**src/rtl/usb_tx_linecode.sv**
```systemverilog
// USB low/full-speed transmit line coder: bit stuffing, NRZI, SE0/J end-of-packet.
// Define USB_TX_SYNC_GEN_EN to emit the 8'h80 SYNC pattern ahead of the first word.
module usb_tx_linecode #(
  parameter int DATA_W      = 8,
  parameter int STUFF_LIMIT = 6
) (
  input  logic              gclk,
  input  logic              reset_l,
  input  logic              tx_valid,
  input  logic [DATA_W-1:0] tx_data,
  input  logic              tx_last,
  output logic              tx_ready,
  output logic              dp_out,
  output logic              dm_out,
  output logic              tx_oe,
  output logic              underrun
);

  localparam int CW = $clog2(DATA_W);
  localparam logic [CW-1:0] LAST_BIT = CW'(DATA_W - 1);
  localparam logic [2:0]    LIMIT    = 3'(STUFF_LIMIT);

`ifdef USB_TX_SYNC_GEN_EN
  typedef enum logic [2:0] {IDLE, SYNC, DATA, STUFF, EOP_SE0, EOP_J} state_t;
`else
  typedef enum logic [2:0] {IDLE, DATA, STUFF, EOP_SE0, EOP_J} state_t;
`endif

  state_t            state;
  logic [DATA_W-1:0] shift_q;
  logic [CW-1:0]     bit_cnt;
  logic [2:0]        ones_cnt;
  logic              last_q;
  logic              stuff_final_q;
  logic              word_end;
  logic              next_bit;

  // The word on the line is finished: its last bit is out and needs no stuff bit,
  // or the stuff bit that followed its last bit is out.
  assign word_end = ((state == DATA) && (bit_cnt == LAST_BIT) && (ones_cnt != LIMIT)) ||
                    ((state == STUFF) && stuff_final_q);
  assign tx_ready = (state == IDLE) || (word_end && !last_q);

  always_comb begin
    next_bit = shift_q[0];
    if ((state == IDLE) || word_end) next_bit = tx_data[0];
`ifdef USB_TX_SYNC_GEN_EN
    if ((state == SYNC) && (bit_cnt != CW'(7))) next_bit = (bit_cnt == CW'(6));
`endif
  end

  // dp_out/dm_out double as the NRZI level while data is on the line: a 0 toggles.
  always_ff @(posedge gclk or negedge reset_l) begin
    if (!reset_l) begin
      state         <= IDLE;
      dp_out        <= 1'b1;
      dm_out        <= 1'b0;
      tx_oe         <= 1'b0;
      underrun      <= 1'b0;
      ones_cnt      <= '0;
      bit_cnt       <= '0;
      shift_q       <= '0;
      last_q        <= 1'b0;
      stuff_final_q <= 1'b0;
    end else begin
      underrun <= 1'b0;
      case (state)
        IDLE: begin
          dp_out   <= 1'b1;
          dm_out   <= 1'b0;
          tx_oe    <= 1'b0;
          ones_cnt <= '0;
          bit_cnt  <= '0;
          if (tx_valid) begin
            tx_oe  <= 1'b1;
            last_q <= tx_last;
`ifdef USB_TX_SYNC_GEN_EN
            state   <= SYNC;
            shift_q <= tx_data;
            dp_out  <= 1'b0;
            dm_out  <= 1'b1;
`else
            state    <= DATA;
            shift_q  <= tx_data >> 1;
            dp_out   <= next_bit;
            dm_out   <= ~next_bit;
            ones_cnt <= {2'b00, next_bit};
`endif
          end
        end
`ifdef USB_TX_SYNC_GEN_EN
        SYNC: begin
          bit_cnt <= bit_cnt + 1'b1;
          if (bit_cnt == CW'(7)) begin
            state   <= DATA;
            bit_cnt <= '0;
            shift_q <= shift_q >> 1;
          end
          if (next_bit) begin
            ones_cnt <= ones_cnt + 3'd1;
          end else begin
            ones_cnt <= '0;
            dp_out   <= ~dp_out;
            dm_out   <= ~dm_out;
          end
        end
`endif
        DATA, STUFF: begin
          if (word_end) begin
            if (last_q || !tx_valid) begin
              state    <= EOP_SE0;
              dp_out   <= 1'b0;
              dm_out   <= 1'b0;
              bit_cnt  <= '0;
              ones_cnt <= '0;
              underrun <= !last_q;
            end else begin
              state   <= DATA;
              shift_q <= tx_data >> 1;
              last_q  <= tx_last;
              bit_cnt <= '0;
              if (next_bit) begin
                ones_cnt <= ones_cnt + 3'd1;
              end else begin
                ones_cnt <= '0;
                dp_out   <= ~dp_out;
                dm_out   <= ~dm_out;
              end
            end
          end else if ((state == DATA) && (ones_cnt == LIMIT)) begin
            state         <= STUFF;
            stuff_final_q <= (bit_cnt == LAST_BIT);
            ones_cnt      <= '0;
            dp_out        <= ~dp_out;
            dm_out        <= ~dm_out;
          end else begin
            state   <= DATA;
            bit_cnt <= bit_cnt + 1'b1;
            shift_q <= shift_q >> 1;
            if (next_bit) begin
              ones_cnt <= ones_cnt + 3'd1;
            end else begin
              ones_cnt <= '0;
              dp_out   <= ~dp_out;
              dm_out   <= ~dm_out;
            end
          end
        end
        EOP_SE0: begin
          if (bit_cnt == '0) begin
            bit_cnt <= CW'(1);
          end else begin
            state   <= EOP_J;
            dp_out  <= 1'b1;
            dm_out  <= 1'b0;
            bit_cnt <= '0;
          end
        end
        EOP_J: begin
          state <= IDLE;
          tx_oe <= 1'b0;
        end
        default: state <= IDLE;
      endcase
    end
  end

endmodule

```
**config.mk**
```make
export PLATFORM = sky130hd
export DESIGN_NAME = usb_tx_linecode
export DESIGN_NICKNAME = d
export VERILOG_FILES = /design/src/rtl/usb_tx_linecode.sv
export SDC_FILE = /design/constraint.sdc
export NUM_CORES = 1
export LEC_CHECK = 0
export CAP_MARGIN = 5
export CORE_AREA = 2 2 54 56
export DETAILED_ROUTE_END_ITERATION = 10
export DIE_AREA = 0 0 56 58
export HOLD_SLACK_MARGIN = 0.12
export PLACE_DENSITY = 0.72
export SLEW_MARGIN = 10
export SYNTH_ARGS = -nofsm -noshare
export SYNTH_HDL_FRONTEND = slang
export SYNTH_SLANG_ARGS = --single-unit
```
**constraint.sdc**
```tcl
create_clock -name gclk -period 3 [get_ports gclk]
set_clock_uncertainty 0.15 [all_clocks]
set_input_delay 0.9 -clock gclk [delete_from_list [all_inputs] [get_ports gclk]]
set_output_delay 0.9 -clock gclk [all_outputs]
set_load 0.03 [all_outputs]
```
# [Yosys cells after proc, flatten, opt, wreduce, memory -nomap -nowiden]
# Cells that the tools add are included.
[word_totals] reg_bits=23 out_inout_bits=5 elab_cells=97
[classes] add_sub_neg=2 n_eq_ne=13 muxes=45 bitwise=4 reduce_logical=23
[op_table] operator="8-bit 2-to-1 mux" n=4
[op_table] operator="3-bit 2-to-1 mux" n=9
[op_table] operator="1-bit 2-to-1 mux" n=22
[op_table] operator="3-bit one-hot mux with 3 select lines" n=2
[op_table] operator="8-bit one-hot mux with 2 select lines" n=1
[op_table] operator="3-bit == test (second input constant)" n=3
[op_table] operator="3-bit inequality test (second input constant)" n=3
[op_table] operator="2-bit inequality test (second input constant)" n=4
[op_table] operator="4-bit AND reduction" n=2
[op_table] operator="3-bit by 1-bit adder with 3-bit output (second input constant)" n=2
[op_table] operator="3-bit by 2-bit == test with 1-bit output (second input constant)" n=2
[op_table] operator="3-bit zero test" n=2
[op_table] operator="1-bit one-hot mux with 3 select lines" n=2
[op_table] operator="3-bit one-hot mux with 2 select lines" n=1
[op_table] operator="2-bit AND reduction" n=3
[op_table] operator="1-bit logical AND" n=5
[op_table] operator="1-bit logical OR" n=4
[op_table] operator="2-bit 2-to-1 mux" n=2
[op_table] operator="1-bit inverter" n=4
[op_table] operator="1-bit one-hot mux with 2 select lines" n=2
[op_table] operator="2-bit nonzero test" n=2
[op_table] operator="3-bit by 1-bit == test with 1-bit output (second input constant)" n=1
[op_table] operator="3-bit AND reduction" n=1
[op_table] operator="3-bit nonzero test" n=1
[op_table] operator="2 further kinds" n=3

# [Depth between registers and ports, before layout]
# Gate-level depths: netlist (run 1).
[depth] word_depth=10 depth_mapped=8 ltp_nobuf=7

# [Worst setup path before layout (run 1)]
# No wires, ideal clock.
[synth_path] path_type="flip-flop to output port" startpoint="register bit_cnt[0]" endpoint="output port tx_ready" t_arrival_ns=1.581 t_required_ns=1.950 setup_slack_ns=0.369 path_stages_with_launch=6 path_buffers=0 cell_sequence="dfrtp_1 -> ha_1 -> ha_1 -> nor4bb_4 -> a32oi_2 -> o32ai_1"
[synth_via] elab_chain_cells=6
[synth_lines] element="from (decl)" line="31" source="logic [CW-1:0] bit_cnt;"
[synth_lines] element="from (signal assigned)" line="138" source="bit_cnt <= bit_cnt + 1'b1;"
[synth_lines] element="3-bit == test" line="40" source="assign word_end = ((state == DATA) && (bit_cnt == LAST_BIT) && (ones_cnt != LIMIT)) ||"
[synth_lines] element="1-bit logical AND (2 in series)" line="40"
[synth_lines] element="1-bit logical OR" line="40"
[synth_lines] element="1-bit logical AND" line="42" source="assign tx_ready = (state == IDLE) || (word_end && !last_q);"
[synth_lines] element="1-bit logical OR" line="42"
[synth_lines] element="to (decl)" line="12" source="output logic tx_ready,"
# No other way between the ends.

# [Worst setup path in the final report (run 1)]
# Ends and elaborated chain as after synthesis.

==> impl_metrics.ini, run 1 <==
[power_and_ir_drop]
power_density_nw_per_um2 = 995.9
clock_power_share = 0.152
max-vdd-ir-drop_uv = 521.0
cellLeakagePower_nw = 0.7232
net-switching-power_w = 0.0006294
comb_power_share = 0.522
share_seq_of_total_power = 0.326
internal_power_w = 0.0009058
power_switching_share = 0.4100

[clock_tree]
clockBufferDepth = 2
ctsHoldBuffers = 0
ctsRootBufferMaster = clkbuf_4
clkLatencyLatePin_ps = 320
cts_tree = yes
tritoncts.num_buffers = 3
clock_sinks = 22
cts_repair_resize_count = 0
cts.clk_slew.worst_paths_ps = 130
htree_levels = 1

[route]
viasPerCell = 5.790
num_vias = 1048
route.detailed.drc = 0
dr.first_iter.drc_count = 31
detail-route-antenna-nets = 0
detailedRoute.firstPassIterationCount = 4
wl_per_cell_um = 14.68
drt_wl_total_mm = 2.657

[final_layout]
drive_above_1_share = 0.1467
finish.instance_area_um2 = 1541
fin_nets = 168
synth_to_layout_area_growth_pct = 18.58
final_util = 0.5789
antenna_cells_inserted = 0
filler_cell_count = 241
final_cell_count_no_fill = 181

[worst_setup_path]
critPathKind = reg -> out
regToRegStartpoint = state[0]
setup.worst_path.end_class = output pin
critical_path_peak_fanout = 2
cp_data_arrival_time_ps = 1790
crit_path_cell_trace = ha_1 > ha_1 > nor4bb_4 > a32oi_2 > o32ai_1 > buf_4
cp.required_ps = 1950
crit-reg2reg-capture = shift_q[6]
path_common_cell = ha_1
timing.critical_path.max_delay_family = flip-flops
r2r.worst_path.cells = 6
critical_path_buf_inv_count = 1
crit_slowest_cell = dfrtp_1
start_kind = register
crit_path_max_incr_delay_ps = 410
reg2reg_slack_ps = 610

[floorplan]
die_h_um = 58
fp-row-count = 19
core_region_area_um2 = 2663
ios = 17
die_w_um = 56
dieArea_um2 = 3248
floorplan.initialDensity = 0.4883

[logic_synthesis]
async_flop_share = 1.000
post_synth_main_area_contributors = dfrtp_1, nand3_1, ha_1
post_synth_most_frequent_cells = dfrtp_1, nand3_1, nand2_1
postSynthNetCount = 148
synthesized_area_per_cell_um2 = 9.924
synth-edff-count = 0
synth_top_family_by_area = simple AND/OR/NAND/NOR gates
yosys.cell_types.count = 41
post_synth_fa_ha_maj_area_fraction = 0.04812
yosys.area_share.xor_xnor = 0
yosys_most_used_dff = dfrtp_1
yosys_warnings = 0
synth_simple_gate_area_frac = 0.2031
yosys.cell_count.top_type = dfrtp_1
area_share_of_the_largest_cell_type_after_synthesis = 0.4042
synth-compound-area-share = 0.1973
synth-seq-cells = 22
share_of_the_yosys_chip_area_belonging_to_registers = 0.4244
syn_area_um2 = 1300
post_synthesis_instance_total = 131
synth_largest_area_cell = dfrtp_1
synth.area.mux_share = 0.07218

[placed_design]
estimated_wirelength_of_the_detail_placed_design_mm = 1.993
placed_cells = 175
gpl.final_weighted_congestion = 0.9368
place_area_um2 = 1474
count_of_buffers_from_port_buffering = 16

[worst_hold_path]
hold_path_startpoint = shift_q[1]
timing.hold.worst_endpoint = shift_q[1]
min_delay_path_depth = 2
hp-class = reg -> reg

[sta]
rsz_0062_raised_after_global_routing = false
hold_viol_final = 0
timing.max_slew.rel_slack = 0.6198
slew_viol_final = 0
clock.fmax_mhz = 352.1
totalNegativeSetupSlack_ps = 0
post-route-min-period_ps = 2840
setup_violations = 0
tightestPinTransition_ps = 568.6
final.period_utilization = 0.9466

[grt]
grt_remaining_overflow = 0
grt_first_pass_wirelength_mm = 4.802
groute.usage.overall = 0.1859
first_global_vias = 1086
initial_antenna_violation_count = 0
grt_start_max_net_pins = 23

[outcome]
run_status = finished, final reports clean

[run]
drv_cap = 0
## tightest hold or removal path, cell delays in order (launching register included)
cell	delay, ps
dfrtp_1	370
nand3_1	60
o21ai_1	70
## cell usage in the layout, fill, tap and decap left out, drive strengths merged, types with 3 or more instances in the layout
cell	count
inv	7
o31ai	4
a21oi	3
dfrtp	21
ha	5
buf	6
nand2	11
clkdlybuf4s50	15
nor2	7
o21ai	15
and2	3
nand3	13
mux2i	7
clkbuf	3
nor2b	3
## sequential cells by signal (all words and copies together), names as in the netlist
name,cells
bit_cnt,3
stuff_final_q,1
dm_out,1
dp_out,1
state,3
last_q,1
ones_cnt,3
shift_q,7
underrun,1
tx_oe,1
## logic make-up (layout without fill, tap and decap cells)
kind of cell | after synthesis | count (layout)
flops | 22 | 22
fa+ha+maj | 5 | 5
compound gates | 36 | 36
mux | 8 | 8
simple gates | 47 | 47
buf+inv | 13 | 32
## cell type report
| cell class | instances | area (um^2) | area share |
|---|---|---|---|
| flip-flops and latches | 22 | 551.8 | 0.3580 |
| clock inverters | 1 | 30.03 | 0.01948 |
| inverters | 7 | 26.28 | 0.01705 |
| multi-input cells | 96 | 676.9 | 0.4391 |
| repair buffers | 21 | 195.2 | 0.1266 |
| clock buffers | 3 | 22.52 | 0.01461 |
| well taps | 31 | 38.79 | 0.02516 |
## worst max path at each step
stage / to / cells after the start / slack (ps) / start
final: tx_ready / 6 / 160 / bit_cnt[0]
after global routing: tx_ready / 4 / 60 / state[0]
after CTS: tx_ready / 6 / 60 / bit_cnt[0]
after detailed placement: shift_q[6] / 5 / 240 / tx_valid
after global placement: shift_q[6] / 5 / 270 / tx_valid
after floorplan: tx_ready / 5 / 370 / bit_cnt[0]
## metrics by stage
| step | setup slack [ps] | total power, W | hold slack, ps |
|---|---|---|---|
| after floorplan | 368.9 | 0.001136 | 298.0 |
| after global placement | 270.3 | 0.001272 | 338.3 |
| after detailed placement | 236.7 | 0.001303 | 351.9 |
| after CTS | 59.97 | 0.001540 | 381.3 |
| after global routing | 60.36 | 0.001662 | 398.1 |
| final | 160.3 | 0.001535 | 376.5 |
## power groups by stage
stage | Clock, W | Combinational, W | Sequential [W]
3_5_place_dp | 0 | 0.000792 | 0.000511
6_report | 0.000234 | 0.000801 | 0.000501
4_1_cts | 0.000237 | 0.000799 | 0.000504
5_1_grt | 0.000246 | 0.000900 | 0.000516
3_3_place_gp | 0 | 0.000769 | 0.000503
2_1_floorplan | 0 | 0.000613 | 0.000522
## per-layer routing
layer  vias up  part of all wire  GRT usage
li1        508                 -          -
met1       500              0.44     0.2294
met2        34              0.50     0.3311
met3         6             0.037    0.01339
met4         0             0.023    0.09184
met5         -                 0          0
## what timing repair did
item                                    in CTS  in global routing
pin swaps                                    1                  1
setup buffers                                1                  1
endpoints found under the setup margin       1                  1
(Power assumes the default switching activity.)
==> run 2, diff against run 1 <==
--- a/config.mk
+++ b/config.mk
@@ -6,11 +6,11 @@
 export NUM_CORES = 1
 export LEC_CHECK = 0
 export CAP_MARGIN = 5
-export CORE_AREA = 2 2 54 56
+export CORE_AREA = 2 2 52 54
 export DETAILED_ROUTE_END_ITERATION = 10
-export DIE_AREA = 0 0 56 58
+export DIE_AREA = 0 0 54 56
 export HOLD_SLACK_MARGIN = 0.12
-export PLACE_DENSITY = 0.72
+export PLACE_DENSITY = 0.77
 export SLEW_MARGIN = 10
 export SYNTH_ARGS = -nofsm -noshare
 export SYNTH_HDL_FRONTEND = slang
==> run 2 against run 1 <==
- register-to-register slack about the same
- non-clock buffer count unchanged
- final area about the same
- sequential power about the same
- clock-buffer cell count unchanged
- global-route usage up 0.90 points
- die area down 6.9%
- final cell count down 0.55%
- critical path depth unchanged
- first-iteration DRC count down 6.5%
- core utilization up 5.4 points
- worst hold slack better by 1.7 ps
- critical path type unchanged
==> impl_metrics.ini, run 2 (synthesized netlist as in run 1, its figures left out) <==
[outcome]
run_status = finished, final reports clean

[power_and_ir_drop]
power_density_nw_per_um2 = 991.1
max-vdd-ir-drop_uv = 614.2
cellLeakagePower_nw = 0.7232
power_w = 0.001527

[clock_tree]
ctsRootBufferMaster = clkbuf_4
cts_tree = yes
clkLatencyLatePin_ps = 300
cts_repair_resize_count = 0
ctsHoldBuffers = 0
clock_sinks = 22
clockBufferDepth = 2
htree_levels = 1
cts.clk_slew.worst_paths_ps = 130
tritoncts.num_buffers = 3

[grt]
first_global_vias = 1071
grt_start_max_net_pins = 14
initial_antenna_violation_count = 0
grt_remaining_overflow = 0
grt_first_pass_wirelength_mm = 4.471
groute.usage.overall = 0.1948

[route]
num_vias = 1037
detail-route-antenna-nets = 0
drt_wl_total_mm = 2.659
route.detailed.drc = 0
detailedRoute.firstPassIterationCount = 4
dr.first_iter.drc_count = 29
viasPerCell = 5.761
wl_per_cell_um = 14.77

[worst_setup_path]
critical_path_peak_fanout = 4
critPathKind = reg -> out
start_kind = register
setup.worst_path.end_class = output pin
reg2reg_slack_ps = 620
crit-reg2reg-capture = shift_q[1]
regToRegStartpoint = bit_cnt[0]
cp.required_ps = 1950
r2r.worst_path.cells = 7
cp_data_arrival_time_ps = 1860

[floorplan]
floorplan.initialDensity = 0.5345
ios = 17
fp-row-count = 18
die_h_um = 56
core_region_area_um2 = 2432
dieArea_um2 = 3024
die_w_um = 54

[final_layout]
commonest_cells_after_routing_fill_and_taps_aside = dfrtp_1, clkdlybuf4s50_1, nand3_1
antenna_cells_inserted = 0
drive_above_1_share = 0.1467
layout_commonest_cell = dfrtp_1
final_util = 0.6332
synth_to_layout_area_growth_pct = 18.48
finish.instance_area_um2 = 1540
fin_nets = 168
multi_input_area_um2 = 676.9
regArea_um2 = 551.8
largest_register_ffs = 7
filler_cell_count = 215
largest_register = shift_q

[sta]
timing.max_slew.rel_slack = 0.5940
totalNegativeSetupSlack_ps = 0
clock.fmax_mhz = 343.2
slew_viol_final = 0
final.period_utilization = 0.9711
post-route-min-period_ps = 2913
setup_violations = 0
hold_viol_final = 0
tightestPinTransition_ps = 607.2

[worst_hold_path]
hold_path_startpoint = last_q
hp-class = reg -> reg
min_delay_path_depth = 1
timing.hold.worst_endpoint = underrun

[placed_design]
place_area_um2 = 1480
gpl.final_weighted_congestion = 0.8624
estimated_wirelength_of_the_detail_placed_design_mm = 2.002
count_of_buffers_from_port_buffering = 16

[run]
drv_cap = 0
run 2: cell counts in the layout (fill, tap and decap cells not counted):
No cell type changed its count.
run 2: how the worst max path moves through the flow:
stage	from	end	slack, ps	cells past startpoint
6_report	bit_cnt[0]	tx_ready	90	6
5_1_grt	bit_cnt[0]	tx_ready	-7	6
4_1_cts	bit_cnt[0]	tx_ready	7	6
3_5_place_dp	tx_valid	shift_q[6]	350	5
3_3_place_gp	tx_valid	shift_q[6]	370	5
2_1_floorplan	bit_cnt[0]	tx_ready	370	5
run 2: per-stage QoR:
step,hold slack (ps),setup WS (ps),std cells
final,378.3,86.55,180
after global routing,401.9,-6.969,180
after CTS,373.6,6.862,179
after detailed placement,356.1,348.2,175
after global placement,333.6,367.6,175
after floorplan,298.0,368.9,131
run 2: layer usage:
metal | share of wire | routed length [um] | vias up | track usage
li1 | - | - | 510 | -
met1 | 0.43 | 1154 | 500 | 0.2522
met2 | 0.52 | 1387 | 25 | 0.3240
met3 | 0.039 | 103 | 2 | 0.03763
met4 | 0.0049 | 13 | 0 | 0.05357
met5 | 0 | 0 | - | 0
run 2: worst max-delay path, stage by stage (launching register included):
cell and delay [ps]:
dfrtp_1 430, ha_1 210, ha_1 190, nor4bb_4 160, a32oi_2 260, o32ai_1 110
buf_4 190
run 2: cell type report:
cell class                 count  share of cell area
timing repair buffer          21              0.1267
inverter                       7             0.01706
clock inverter                 1             0.01950
tap                           30             0.02437
clock buffer                   3             0.01462
multi-input combinational     96              0.4395
sequential                    22              0.3582
run 2: report_power, final:
group	switching (W)	total (W)	internal, W
logic	0.000446	0.000799	0.000353
clock network	0.0000910	0.000226	0.000135
registers	0.0000905	0.000502	0.000412
total	0.000627	0.00153	0.000899
run 2: timing repair:
action | 4_1_cts | 5_1_grt
endpoints found under the setup margin | 0 | 1
setup buffers | 0 | 1
hold endpoints to repair | 0 | 0
